## src/rtl/bp_table_ctrl.sv

```systemverilog
// Pattern-table controller for the 2-bit branch predictor: power-up init sweep,
// then single-port arbitration between decoder lookups and FIFO-buffered training updates.
module bp_table_ctrl #(
    parameter int unsigned INDEX_BITS = 7,
    parameter int unsigned FIFO_DEPTH = 4,
    parameter logic [1:0]  INIT_STATE = 2'b01,
    parameter int unsigned ADDR_WIDTH = 32
) (
    input  logic                  clk_in,
    input  logic                  rst_in,
    input  logic                  rdy_in,
    input  logic                  dec_req_in,
    input  logic [ADDR_WIDTH-1:0] dec_pc_in,
    output logic                  dec_ready_out,
    output logic                  pred_valid_out,
    output logic                  pred_taken_out,
    input  logic                  rob_train_en_in,
    input  logic [ADDR_WIDTH-1:0] rob_train_pc_in,
    input  logic                  rob_train_taken_in,
    output logic                  rob_train_ready_out,
    output logic                  init_busy_out
);

    localparam int unsigned DEPTH = 1 << INDEX_BITS;
    localparam int unsigned PTR_W = $clog2(FIFO_DEPTH);
    localparam int unsigned CNT_W = PTR_W + 1;

    localparam logic [0:0] ST_INIT = 1'b0;
    localparam logic [0:0] ST_RUN  = 1'b1;

    typedef struct packed {
        logic [INDEX_BITS-1:0] idx;
        logic                  taken;
    } train_entry_t;

    logic [0:0]            state_q, state_d;
    logic [INDEX_BITS-1:0] init_idx_q, init_idx_d;

    logic [1:0]            table_mem [DEPTH];
    train_entry_t          fifo_mem  [FIFO_DEPTH];
    logic [PTR_W-1:0]      wr_ptr_q, rd_ptr_q;
    logic [CNT_W-1:0]      count_q;

    logic                  upd_pending_q;
    logic [INDEX_BITS-1:0] upd_idx_q;
    logic                  upd_taken_q;
    logic [1:0]            upd_ctr_q;
    logic [1:0]            upd_next;

    logic                  pred_valid_q, pred_taken_q;

    logic                  fifo_full, fifo_empty, enq, pop;
    train_entry_t          head;
    logic [INDEX_BITS-1:0] dec_idx, train_idx;

    logic                  grant_wr, grant_rd, grant_lk;
    logic                  tbl_we;
    logic [INDEX_BITS-1:0] tbl_addr;
    logic [1:0]            tbl_wdata, tbl_rdata;

    logic                  unused_pc_bits;

    assign dec_idx    = dec_pc_in[INDEX_BITS+1:2];
    assign train_idx  = rob_train_pc_in[INDEX_BITS+1:2];
    assign fifo_full  = (count_q == CNT_W'(FIFO_DEPTH));
    assign fifo_empty = (count_q == '0);
    assign head       = fifo_mem[rd_ptr_q];
    assign tbl_rdata  = table_mem[tbl_addr];

    assign rob_train_ready_out = rdy_in && !fifo_full;
    assign enq                 = rob_train_en_in && rob_train_ready_out;
    assign pop                 = grant_rd;

    assign dec_ready_out  = grant_lk;
    assign pred_valid_out = pred_valid_q && rdy_in;
    assign pred_taken_out = pred_taken_q;
    assign init_busy_out  = (state_q == ST_INIT);

    assign unused_pc_bits = ^{dec_pc_in[ADDR_WIDTH-1:INDEX_BITS+2], dec_pc_in[1:0],
                              rob_train_pc_in[ADDR_WIDTH-1:INDEX_BITS+2], rob_train_pc_in[1:0]};

    // Saturating 2-bit counter step for the pending update
    always_comb begin
        upd_next = upd_ctr_q;
        if (upd_taken_q) begin
            if (upd_ctr_q != 2'b11) upd_next = upd_ctr_q + 2'b01;
        end else begin
            if (upd_ctr_q != 2'b00) upd_next = upd_ctr_q - 2'b01;
        end
    end

    // Next state and single-port arbitration; the pending write always wins so an
    // update's read/write pair is back to back and lookups only see committed data.
    always_comb begin
        state_d    = state_q;
        init_idx_d = init_idx_q;
        grant_wr   = 1'b0;
        grant_rd   = 1'b0;
        grant_lk   = 1'b0;
        tbl_we     = 1'b0;
        tbl_addr   = dec_idx;
        tbl_wdata  = INIT_STATE;
        if (rdy_in) begin
            case (state_q)
                ST_INIT: begin
                    tbl_we     = 1'b1;
                    tbl_addr   = init_idx_q;
                    tbl_wdata  = INIT_STATE;
                    init_idx_d = init_idx_q + INDEX_BITS'(1);
                    if (init_idx_q == INDEX_BITS'(DEPTH - 1)) state_d = ST_RUN;
                end
                ST_RUN: begin
                    if (upd_pending_q) begin
                        grant_wr  = 1'b1;
                        tbl_we    = 1'b1;
                        tbl_addr  = upd_idx_q;
                        tbl_wdata = upd_next;
                    end else if (fifo_full) begin
                        grant_rd = 1'b1;
                        tbl_addr = head.idx;
                    end else if (dec_req_in) begin
                        grant_lk = 1'b1;
                        tbl_addr = dec_idx;
                    end else if (!fifo_empty) begin
                        grant_rd = 1'b1;
                        tbl_addr = head.idx;
                    end
                end
                default: state_d = ST_INIT;
            endcase
        end
    end

    // FSM state register
    always_ff @(posedge clk_in) begin
        if (!rst_in) begin
            state_q    <= ST_INIT;
            init_idx_q <= '0;
        end else begin
            state_q    <= state_d;
            init_idx_q <= init_idx_d;
        end
    end

    // FIFO pointers, update latch and prediction registers
    always_ff @(posedge clk_in) begin
        if (!rst_in) begin
            wr_ptr_q      <= '0;
            rd_ptr_q      <= '0;
            count_q       <= '0;
            upd_pending_q <= 1'b0;
            upd_idx_q     <= '0;
            upd_taken_q   <= 1'b0;
            upd_ctr_q     <= 2'b00;
            pred_valid_q  <= 1'b0;
            pred_taken_q  <= 1'b0;
        end else begin
            pred_valid_q <= grant_lk;
            if (grant_lk) pred_taken_q <= tbl_rdata[1];
            if (enq) wr_ptr_q <= wr_ptr_q + PTR_W'(1);
            if (pop) rd_ptr_q <= rd_ptr_q + PTR_W'(1);
            if (enq && !pop)      count_q <= count_q + CNT_W'(1);
            else if (pop && !enq) count_q <= count_q - CNT_W'(1);
            if (grant_rd) begin
                upd_pending_q <= 1'b1;
                upd_idx_q     <= head.idx;
                upd_taken_q   <= head.taken;
                upd_ctr_q     <= tbl_rdata;
            end else if (grant_wr) begin
                upd_pending_q <= 1'b0;
            end
        end
    end

    // Storage arrays carry no reset; the sweep defines table contents
    always_ff @(posedge clk_in) begin
        if (rst_in && enq) fifo_mem[wr_ptr_q] <= '{idx: train_idx, taken: rob_train_taken_in};
        if (rst_in && tbl_we) table_mem[tbl_addr] <= tbl_wdata;
    end

endmodule
```

## config.mk

```make
export PLATFORM = sky130hd
export DESIGN_NAME = bp_table_ctrl
export DESIGN_NICKNAME = d
export VERILOG_FILES = /design/src/rtl/bp_table_ctrl.sv
export SDC_FILE = /design/constraint.sdc
export NUM_CORES = 1
export LEC_CHECK = 0
export CORE_AREA = 4 4 171 156
export CTS_CLUSTER_SIZE = 12
export DETAILED_ROUTE_END_ITERATION = 6
export DIE_AREA = 0 0 175 160
export PLACE_DENSITY = 0.75
export SLEW_MARGIN = 10
export SYNTH_ARGS = -nofsm -noshare
export SYNTH_HDL_FRONTEND = slang
export SYNTH_SLANG_ARGS = --single-unit
```

## constraint.sdc

```tcl
create_clock -name clk_in -period 12.9 [get_ports clk_in]
set_input_delay 1.935 -clock clk_in [delete_from_list [all_inputs] [get_ports clk_in]]
set_output_delay 1.935 -clock clk_in [all_outputs]
set_load 0.02 [all_outputs]
```

* Yosys cells after proc, flatten, opt, wreduce, memory -nomap -nowiden
Memories as Yosys holds them, arrays and structs flattened. A register that Yosys moved wholly into a read port is not among the register bits. Index checks and enable logic that the tools add are counted.
Operators by class: add/subtract/negate cells 7, multipliers 0, div/mod/pow operators 0, magnitude comparators 0, equal/unequal tests 3, shift-type cells 0, mux-type cells 40, bitwise gates (word level) 1, reductions and logical operators 15
Operators by type and width (count):
- 2-to-1 mux 7 bit | 5
- 2-to-1 mux 1 bit | 23
- 2-to-1 mux 2 bit | 7
- one-hot mux 7 bit (2 select lines) | 1
- adder 7 x 1 -> 7 bit, second input constant | 1
- == test 7 bit, second input constant | 1
- logical AND 1 bit | 7
- adder 2 x 1 -> 2 bit, second input constant | 3
- 2-to-1 mux 3 bit | 2
- nonzero test 2 bit | 3
- one-hot mux 2 bit (2 select lines) | 1
- adder 3 x 1 -> 3 bit, second input constant | 1
- == test 3 bit, second input constant | 1
- zero test 1 bit | 3
- zero test 3 bit | 1
- subtractor 3 x 1 -> 3 bit, second input constant | 1
- inequality test 2 bit, second input constant | 1
- one-hot mux 1 bit (2 select lines) | 1
- AND reduction 2 bit | 1
- subtractor 2 x 1 -> 2 bit, second input constant | 1
- NOT 1 bit | 1
Word-level totals: bits in registers 28, bits in latches 0, bits in writable memories 288, ROM bits 0, bits of input ports 70, output and inout bits 5, logic and storage cells 79, memories kept 2
Memories:
- table_mem | depth 128, width 2, rd ports 1, clocked after Yosys merged registers in 0, write ports 1, RTL line 39 | logic [1:0] table_mem [DEPTH];
- fifo_mem | depth 4, width 8, rd ports 1, clocked after Yosys merged registers in 1, write ports 1, RTL line 40 | train_entry_t fifo_mem [FIFO_DEPTH];

* Logic depth before layout (Yosys ltp)
depth in word-level cells 10, mapped depth 14, depth with buffers taken out 10

* Worst setup path before layout
OpenSTA, ideal clock, no wires.
path kind input to register, start point input port rdy_in, end point memory table_mem[0][1] (data pin), setup time 891 ps, arrival time 5968 ps, data required time 12009 ps, path slack 6041 ps, cell stages on the path 4, path buffers 2, cell sequence buf_2 -> buf_1 -> nand3_1 -> a21oi_1
Between the ends: word-level cells in the longest chain between the ends 1
RTL lines:
- start: declaration | RTL line 11 | input logic rdy_in,
- 2-to-1 mux 2 bit | RTL line 103 | if (rdy_in) begin
- via tbl_wdata[1] | RTL line 59 | logic [1:0] tbl_wdata, tbl_rdata;
- end: declaration | RTL line 39
The timed path passes the listed nets, and every way through them passes these cells.

* Worst setup path in the final report
start point input port rdy_in, end point memory table_mem[64][1], enable pin
Between the ends: word-level cells in the longest chain between the ends 4, elaborated cells on any way between the ends 5, classes of those cells mux: 4; reduce/logical: 1
RTL lines:
- 2-to-1 mux 1 bit | RTL line 103
- logical AND 1 bit | RTL line 178 | if (rst_in && tbl_we) table_mem[tbl_addr] <= tbl_wdata;
- 2-to-1 mux 1 bit | RTL line 178
- 2-to-1 mux 1 bit (implied by the code) | RTL line 178
Several ways; a longest one is shown, not always the timed one.

==> qor.csv <==
stage;metric;value;unit
run_status;outcome;complete, no violations;
clock_tree;clock sinks;318;
critical_path;Crit. Startpoint;rdy_in;
routing;WL final;32670;um
logic_synthesis;area leader, netlist;edfxtp_1;
power;Comb power frac;0.081;
routing;DRT iter0 DRCs;1228;
timing;clock skew;0.02280;ns
floorplan;Die Ht;160;um
logic_synthesis;Synth Area in Adders;0.007654;
critical_path;Critical Path Sink Type;flip-flop;
place;Placed Cells incl. Taps;1398;
routing;DRT antenna net count;0;
logic_synthesis;Gate Count Post-Synth;1084;
critical_path;Critical Path RT;13.06;ns
global_routing;first-pass GRT wire length;50640;um
timing;Hold Fails Final Rpt;0;
logic_synthesis;commonest cells in the netlist;edfxtp_1 (288), nor2_1 (155), nand2_1 (145);
power;NetSw;489.4;uW
clock_tree;CTS max path bufs;3;
logic_synthesis;multiplexer share of the synthesized area;0.05130;
timing;worst hold margin;0.4642;ns
critical_path;delay-heaviest family, CP;simple AND/OR/NAND/NOR gates;
timing;crit share post-route;0.5044;
critical_path;Worst path max stage delay;0.97;ns
power;PD cells;141.8;nW/um^2
logic_synthesis;Synth Area in Simple Gates;0.1374;
critical_path;Reg-to-Reg End;table_mem[64][1];
timing;Final setup viols;0;
logic_synthesis;Synth Area in Compound Gates;0.09750;
timing;max_slew headroom;0.2139;
floorplan;die width;175;um
floorplan;Core Rows;55;
clock_tree;TritonCTS clock tree;done;
finish;n_diodes;0;
min_path;Hold Path Class;reg2reg;
clock_tree;Hold Buf Count CTS;0;
routing;Residual DRC;0;
global_routing;initial antenna violation count;0;
timing;RSZ-0062 raised after global routing;no;
logic_synthesis;Post-synth ARST share;0;
logic_synthesis;Synth top area share;0.6299;
min_path;worst hold path stage count;2;
routing;First-pass DRT Iterations;6;
finish;share of layout cells above drive strength 1;0.08011;
critical_path;Data arrival, critical path;6.66;ns
global_routing;largest net degree at the start of global routing;121;
routing;DR vias/cell;6.248;
clock_tree;Root Buffer;clkbuf_16;
critical_path;CP Class;in2reg;
logic_synthesis;Synth area leaders;edfxtp_1 (63%), dfxtp_1 (4.4%), nor2_1 (4.2%);
clock_tree;setup bufs post-CTS;0;
routing;DR WL/cell;22.48;um
clock_tree;CTS resizes;0;
power;Sw Ratio;0.2273;
critical_path;crit-path cells;clkdlybuf4s50_1 > inv_2 > nor4_4 > a22oi_2 > nand2_4 > buf_4 > nor2_2 > nand3_1 > nor2_1;
timing;Final WS setup;6.394;ns
global_routing;GRT overflow;0;
clock_tree;H-tree Lvls;2;
logic_synthesis;number of synthesized flops with an enable pin;288;
place;DP Wirelength;19000;um
critical_path;R2R depth;7;
logic_synthesis;distinct cell type count after synthesis;73;
logic_synthesis;Syn Nets;1161;
clock_tree;cts bufs inserted;34;
logic_synthesis;Post-synth top flop;edfxtp_1;
timing;crit path time final;6.506;ns
power;sequential fraction of design power;0.520;
logic_synthesis;Mapped Area;13730;um^2
floorplan;die footprint;28000;um^2
timing;Final TNS setup;0;ns
logic_synthesis;register area share after synthesis;0.6736;
finish;Area growth syn-to-layout;10.60;%
power;peak supply drop;74.87;uV
timing;Max Freq;0.1537;GHz
critical_path;r2r setup slk;7.74;ns
critical_path;Startpoint Class;primary input;
finish;nets;1169;
place;worst slack, placed;5.977;ns
timing;Slew Limit Fails;0;
finish;fin cells;1453;
critical_path;Worst Path Buf+Inv;3;
min_path;Hold Crit Start;upd_idx_q[0];
clock_tree;Worst-path clk slew;0.06;ns
min_path;Worst Hold Path EP;upd_idx_q[0];
routing;via count;9078;
critical_path;slowest CP cell;nand3_1;
place;port bufs;24;
place;Placer Congestion;0.8897;
critical_path;CP max FO;60;
global_routing;GRT Total Usage;0.2300;
logic_synthesis;Synth warnings;0;
floorplan;core box area;24910;um^2
power;Lkg Pwr;4.920;nW
power;Clk pwr share;0.399;
power;Internal;1.663;mW
finish;fin util;0.6096;
global_routing;vias in the first global route;8670;
flow_run;MaxCap Viol Count;0;
logic_synthesis;Yosys reg bits;318;
logic_synthesis;post-synthesis area per instance;12.67;um^2
logic_synthesis;XOR/XNOR Fraction of Synth Area;0.006379;
logic_synthesis;largest family of logic cells by synthesized area;simple AND/OR/NAND/NOR gates;
clock_tree;clk_lat worst skew;0.51;ns
logic_synthesis;most numerous cell in the Yosys netlist;edfxtp_1;
floorplan;Initial Utilization;0.5512;
floorplan;# IOs;75;
timing;Worst Tran Pin Value;1.179;ns
==> sequential cells by signal, summed over array words and instances, names as in the netlist, named ones only <==
signal,count
upd_pending_q,1
count_q,3
upd_taken_q,1
wr_ptr_q,2
init_idx_q,7
state_q,1
upd_ctr_q,2
fifo_mem,32
pred_taken_out,1
pred_valid_q,1
table_mem,256
rd_ptr_q,2
upd_idx_q,7
==> routing by layer <==
layer	vias to the layer above	wire length (um)	GRT usage
met1	4451	13660	0.3400
li1	4063	-	-
met3	74	3135	0.04118
met2	490	14940	0.3511
met4	0	932	0.07319
met5	-	0	0
==> placed cells by master, fill, tap and decap left out, types with 6 or more instances in the layout <==
cell	netlist	final
a221oi_1	8	7
mux2i_1	40	40
a311oi_1	18	18
and3_1	14	14
clkbuf_16	0	35
mux2_2	7	7
clkbuf_1	24	12
ha_1	6	6
a21oi_1	31	30
nor2_1	155	155
edfxtp_1	288	288
buf_4	3	16
clkdlybuf4s50_1	0	24
dfxtp_1	30	30
nand4_1	10	10
a31oi_1	6	6
nand3_1	55	55
inv_1	7	7
mux4_2	8	8
xnor2_1	8	8
a32oi_1	7	7
a21boi_0	19	19
o21ai_0	26	26
nand2_1	145	143
and2_1	17	15
a22oi_1	13	13
a211oi_1	7	7
==> power by group through the flow <==
stage	clock network [mW]	registers, mW	logic, mW
after detailed placement	0	1.14	0.170
after CTS	0.867	1.12	0.171
after global placement	0	1.14	0.168
final	0.860	1.12	0.174
after global routing	0.914	1.12	0.186
after floorplan	0	1.14	0.117
==> stage by stage <==
step	power [mW]	instance area [um^2]
after floorplan	1.256	13730
after global placement	1.308	14230
after detailed placement	1.310	14230
after CTS	2.157	15190
after global routing	2.219	15190
final	2.153	15190
==> cell type report <==
cell class | instances | area, um^2
multi-input combinational | 690 | 4160
clock inverter | 8 | 37.54
inverter | 8 | 30.03
tap | 342 | 427.9
clock buffer | 47 | 920.9
timing repair buffer | 40 | 360.3
fill | 1899 | 9726
sequential | 318 | 9249
==> logic make-up (layout without fill, tap and decap cells) <==
group                      after synthesis  after routing
AOI/OAI and AO/OA                      186            186
xor gates and xnor gates                10             10
adders and majority gates                8              8
buffers and inverters                   76            103
DFF                                    318            318
muxes                                   59             59
and+or+nand+nor                        427            427
==> worst max path at each step <==
stage | end | slack [ns] | cells past startpoint
2_1_floorplan | table_mem[0][1] | 6.04 | 4
3_3_place_gp | table_mem[64][1] | 5.96 | 9
3_5_place_dp | table_mem[18][0] | 5.98 | 9
4_1_cts | table_mem[71][0] | 6.47 | 10
5_1_grt | table_mem[18][0] | 6.16 | 9
6_report | table_mem[64][1] | 6.39 | 9
==> worst min-delay path, cell delays in order, from the launching register on <==
cell and delay (ns):
dfxtp_1 0.31, nand2_1 0.05, a21boi_0 0.06
(Power assumes the default switching activity.)
